===== config.mk =====
export PLATFORM = sky130hd
export DESIGN_NAME = controle_blackjack
export DESIGN_NICKNAME = d
export VERILOG_FILES = /design/src/rtl/controle_blackjack.sv
export SDC_FILE = /design/constraint.sdc
export NUM_CORES = 1
export LEC_CHECK = 0
export CORE_MARGIN = 1
export CORE_UTILIZATION = 25
export DETAILED_ROUTE_END_ITERATION = 6
export PLACE_DENSITY = 0.5
export SLEW_MARGIN = 25
export SYNTH_ARGS = -nofsm -noshare
export SYNTH_HDL_FRONTEND = slang
export SYNTH_SLANG_ARGS = --single-unit

===== constraint.sdc =====
create_clock -name clock -period 3.17 [get_ports clock]
set_input_delay 0.4755 -clock clock [delete_from_list [all_inputs] [get_ports clock]]
set_output_delay 0.4755 -clock clock [all_outputs]
set_load 0.01 [all_outputs]

===== src/rtl/controle_blackjack.sv =====
// Blackjack game-flow controller: sequences the deal, the player and dealer turns
// over a four-phase card-request handshake with the scoring block, then latches the result.
module controle_blackjack #(
  parameter int unsigned LIMITE_DEALER = 17,
  parameter int unsigned BLACKJACK     = 21
) (
  input  logic       clock,
  input  logic       reset,
  input  logic       iniciar,
  input  logic       hit,
  input  logic       stay,
  input  logic       cartaok,
  input  logic [5:0] pts_jogador,
  input  logic [5:0] pts_dealer,
  output logic       pjogador,
  output logic       pdealer,
  output logic       limpa,
  output logic       vitoria,
  output logic       derrota,
  output logic       empate,
  output logic       fim_jogo
);

  typedef enum logic [2:0] {
    OCIOSO, LIMPA, REQ, LIBERA, VEZ_JOG, VEZ_DEALER, RESULTADO, FIM
  } estado_t;

  // Who the pending card is for: deal alternation, a player hit, or a dealer draw.
  typedef enum logic [1:0] {
    CTX_DEAL, CTX_JOG, CTX_DEALER
  } contexto_t;

  localparam logic [5:0] LIM = 6'(LIMITE_DEALER);
  localparam logic [5:0] BJ  = 6'(BLACKJACK);

  estado_t   estado;
  contexto_t ctx;
  logic [1:0] cnt;
  logic iniciar_ant, hit_ant, stay_ant;
  logic ini_ev, hit_ev, stay_ev;
  logic sel_jog;

  assign ini_ev  = iniciar & ~iniciar_ant;
  assign hit_ev  = hit & ~hit_ant;
  assign stay_ev = stay & ~stay_ant;

  always_comb begin
    sel_jog = 1'b0;
    case (ctx)
      CTX_DEAL: sel_jog = ~cnt[0];
      CTX_JOG:  sel_jog = 1'b1;
      default:  sel_jog = 1'b0;
    endcase
  end

  always_ff @(posedge clock) begin
    if (reset) begin
      estado      <= OCIOSO;
      ctx         <= CTX_DEAL;
      cnt         <= '0;
      iniciar_ant <= 1'b0;
      hit_ant     <= 1'b0;
      stay_ant    <= 1'b0;
      pjogador    <= 1'b0;
      pdealer     <= 1'b0;
      limpa       <= 1'b0;
      vitoria     <= 1'b0;
      derrota     <= 1'b0;
      empate      <= 1'b0;
      fim_jogo    <= 1'b0;
    end else begin
      iniciar_ant <= iniciar;
      hit_ant     <= hit;
      stay_ant    <= stay;
      limpa       <= 1'b0;
      case (estado)
        OCIOSO: begin
          if (ini_ev) estado <= LIMPA;
        end
        LIMPA: begin
          limpa  <= 1'b1;
          cnt    <= '0;
          ctx    <= CTX_DEAL;
          estado <= REQ;
        end
        REQ: begin
          // Acknowledge is only honoured once our own request is actually on the wire.
          if (cartaok && (pjogador || pdealer)) begin
            pjogador <= 1'b0;
            pdealer  <= 1'b0;
            estado   <= LIBERA;
          end else begin
            pjogador <= sel_jog;
            pdealer  <= ~sel_jog;
          end
        end
        LIBERA: begin
          if (!cartaok) begin
            case (ctx)
              CTX_DEAL: begin
                if (cnt != 2'd3) begin
                  cnt    <= cnt + 2'd1;
                  estado <= REQ;
                end else if (pts_jogador == BJ) begin
                  ctx    <= CTX_DEALER;
                  estado <= VEZ_DEALER;
                end else begin
                  estado <= VEZ_JOG;
                end
              end
              CTX_JOG: begin
                if (pts_jogador > BJ) estado <= RESULTADO;
                else                  estado <= VEZ_JOG;
              end
              default: estado <= VEZ_DEALER;
            endcase
          end
        end
        VEZ_JOG: begin
          if (stay_ev) begin
            ctx    <= CTX_DEALER;
            estado <= VEZ_DEALER;
          end else if (hit_ev) begin
            ctx    <= CTX_JOG;
            estado <= REQ;
          end
        end
        VEZ_DEALER: begin
          if (pts_dealer < LIM) begin
            ctx    <= CTX_DEALER;
            estado <= REQ;
          end else begin
            estado <= RESULTADO;
          end
        end
        RESULTADO: begin
          if (pts_jogador > BJ) begin
            derrota <= 1'b1;
          end else if (pts_dealer > BJ) begin
            vitoria <= 1'b1;
          end else if (pts_jogador > pts_dealer) begin
            vitoria <= 1'b1;
          end else if (pts_jogador < pts_dealer) begin
            derrota <= 1'b1;
          end else begin
            empate <= 1'b1;
          end
          fim_jogo <= 1'b1;
          estado   <= FIM;
        end
        FIM: begin
          if (ini_ev) begin
            vitoria  <= 1'b0;
            derrota  <= 1'b0;
            empate   <= 1'b0;
            fim_jogo <= 1'b0;
            estado   <= LIMPA;
          end
        end
        default: estado <= OCIOSO;
      endcase
    end
  end

endmodule


==> summary.md <==
| Metric | Value |
|---|---|
| Final setup vio count | `0` |
| Max Freq | `roughly 450 MHz` |
| Reg area | `between 300 and 400 um^2` |
| DRC | `0` |
| CTS Root Cell | `clkbuf_8` |
| Synth cell types | `49` |
| TritonCTS clock tree | `built` |
| GRT Total Usage | `between 10% and 20%` |
| HPWL after detailed placement | `between 2 and 2.5 mm` |
| RSZ-0062 raised after global routing | `false` |
| CP Launch Type | `input port` |
| Clk sinks | `17` |
| Place WS | `0.738 ns` |
| Number of global-route vias before repair | `1139` |
| Syn_nets | `between 150 and 200` |
| Die Span Y | `~70 um` |
| Fill count | `about 460` |
| First-pass GRT wire length | `5.02 mm` |
| Critical Path End Type | `flip-flop` |
| Post-CTS Setup Bufs | `0` |
| Synthesis-stage register bit count | `17` |
| Top-area cell type share of the netlist area | `between 20% and 30%` |
| CP Max Fanout | `6` |
| I/O Pins | `25` |
| Clock slew at reported path FFs | `~0.07 ns` |
| Hold_buf cts | `0` |
| Min setup slack post-route | `just under 1 ns` |
| Setup TNS | `0 ns` |
| Core ar. | `around 4400 um^2` |
| Cell count after synthesis | `140` |
| CP Cell Sequence | `clkdlybuf4s50_1, nor2b_1, a2111oi_4, a211oi_2, o311a_1, nor3_2` |
| Outcome | `complete, no violations` |
| EDFF count, synth | `0` |
| CP peak stage delay | `approximately 0.5 ns` |
| Wire per inst | `~14 um` |
| Die extent in x | `70.4 um` |
| Syn avg cell area | `~8.3 um^2` |
| Inserted Diodes | `0` |
| Via count | `about 1100` |
| Minimum clock period after layout | `about 2.2 ns` |
| Vias/cell | `approximately 5.2` |
| Detail Route Antenna Nets | `0` |
| # nets final | `about 190` |
| Synth area leaders | `dfxtp_1, ha_1, nor2_1, a21oi_1, nor2b_1` |
| WL final | `roughly 3 mm` |
| Core Rows | `24` |
| Die Area | `4950 um^2` |
| Clock latency on the worst-skew pair | `~0.25 ns` |
| Initial antenna violation count | `0` |
| Starting density of the core | `between 20% and 30%` |
| Fraction of layout cells with a size suffix above 1 | `under 10%` |
| Initial DRC count | `34` |
| Multi-input logic area | `around 740 um^2` |
| Seq/Total Area, Yosys | `between 20 and 30%` |
| Critical Path AT | `between 2 and 2.5 ns` |
| TritonCTS Buffers | `3` |
| GRT Residual Overflow | `0` |
| RD Place Congestion | `0.776` |
| Number of max-cap violations | `0` |
| Synth warnings | `0` |
| Crit path required time | `between 3 and 4 ns` |
| H-tree Lvls | `1` |
| Layout area overhead | `26.3%` |
| First-pass detailed-route iteration total | `4` |
| Post-synthesis async set-or-reset flop share | `0%` |
| CP Class | `in -> reg` |
| Peak supply drop | `0.000303 V` |
| Fin crit share | `69.4%` |
| I/O Buffers | `24` |
| CP max-delay cell | `nor2b_1` |
| Worst slew margin | `between 50 and 60%` |
| Max Slew Vio Count | `0` |
| Largest net degree at the start of global routing | `18` |
| Power per cell area | `476 nW/um^2` |
| CTS resizes | `0` |
| Clock tree buffer depth | `2` |
| Area leader, netlist | `dfxtp_1` |
| Ys flop type | `dfxtp_1` |
| Worst slew pin tran | `0.642 ns` |
| Hold WC Path Type | `reg -> reg` |
| Clk_skew | `around 0.0007 ns` |
| LEAKAGE | `between 0.0005 and 0.0006 uW` |
| Fin. Hold Viols | `0` |
| Area of the mapped netlist | `~1200 um^2` |
cell usage in the layout, fill, tap and decap left out, types with 2 or more instances in the layout:
| cell type | instances |
|---|---|
| clkdlybuf4s50_1 | 24 |
| dfxtp_1 | 17 |
| nor2_1 | 14 |
| inv_1 | 11 |
| a21oi_1 | 9 |
| nand2_1 | 9 |
| nor2b_1 | 7 |
| ha_1 | 7 |
| nor3_1 | 5 |
| a21o_1 | 4 |
| o21ai_0 | 4 |
| nand3_1 | 3 |
| nand4_1 | 3 |
| a22oi_1 | 3 |
| clkbuf_8 | 3 |
| and3_1 | 2 |
| o31ai_1 | 2 |
| o21a_1 | 2 |
| or4_1 | 2 |
final timing paths:
kind | startpoint | end | slack, ns | cells after the start
worst max register to register | estado[1] | estado[1] | 1.21 | 5
worst min register to register | empate | empate | 0.47 | 2
worst min-delay path | empate | empate | 0.47 | 2
worst max-delay path | stay | estado[1] | 0.97 | 6
kinds of logic after synthesis:
logic type,after synthesis,synth area share [%]
simple gates,52,24.0
mux,3,2.78
buf+inv,18,7.28
compound gates,43,29.3
flops,17,29.1
fa+ha+maj,7,7.49
sequential cells by signal (all words and copies together), names as in the netlist:
| name | cells |
|---|---|
| iniciar_ant | 1 |
| hit_ant | 1 |
| derrota | 1 |
| pdealer | 1 |
| cnt | 2 |
| ctx | 2 |
| vitoria | 1 |
| stay_ant | 1 |
| estado | 3 |
| fim_jogo | 1 |
| limpa | 1 |
| pjogador | 1 |
| empate | 1 |
worst max-delay path, delay by kind of cell:
kind,cells,cell delay [ns]
AOI/OAI and AO/OA,3,0.83
buffers and inverters,1,0.47
and+or+nand+nor,2,0.54
final cells by class:
cell class / count / share of cell area (%)
clock buffer: 3 / 2.80
clock inverter: 1 / 0.339
inverter: 11 / 2.80
multi-input combinational: 105 / 50.3
sequential: 17 / 23.1
tap: 52 / 4.41
timing repair buffer: 24 / 16.3
synth_stat cells (2+ instances only):
| library cell | n |
|---|---|
| o21ai_0 | 4 |
| a21oi_1 | 9 |
| nand4_1 | 3 |
| nor3_1 | 5 |
| and3_1 | 2 |
| nand3_1 | 3 |
| buf_2 | 2 |
| clkbuf_1 | 3 |
| inv_1 | 11 |
| ha_1 | 7 |
| a21o_1 | 4 |
| or4_1 | 2 |
| nor2_1 | 14 |
| o21a_1 | 2 |
| nor2b_1 | 7 |
| a22oi_1 | 3 |
| buf_6 | 2 |
| o31ai_1 | 2 |
| nand2_1 | 9 |
| dfxtp_1 | 17 |
report_power, final:
part | internal, uW | switching (uW) | total [uW]
sequential | 239 | 54.6 | 293
clock | 87.3 | 76.3 | 164
combinational | 120 | 126 | 247
per-layer routing:
metal | vias to the layer above | routed length (um) | global-route usage, %
met5 | - | 0 | 0
met4 | 0 | 59 | 6.00
met3 | 7 | 206 | 2.89
met2 | 41 | 1400 | 21.0
met1 | 514 | 1320 | 15.1
li1 | 555 | - | -
through the flow:
step | instances | total power [uW] | utilization [%] | hold WS (ns) | cell area (um^2)
after detailed placement | 209 | 540 | 32.4 | 0.465 | 1430
after global routing | 213 | 746 | 33.4 | 0.498 | 1480
after CTS | 213 | 706 | 33.4 | 0.481 | 1480
final | 213 | 704 | 33.4 | 0.466 | 1480
after floorplan | 140 | 468 | - | 0.479 | 1170
after global placement | 209 | 535 | 32.4 | 0.449 | 1430
Note: power is estimated with default switching activity, not from simulation.
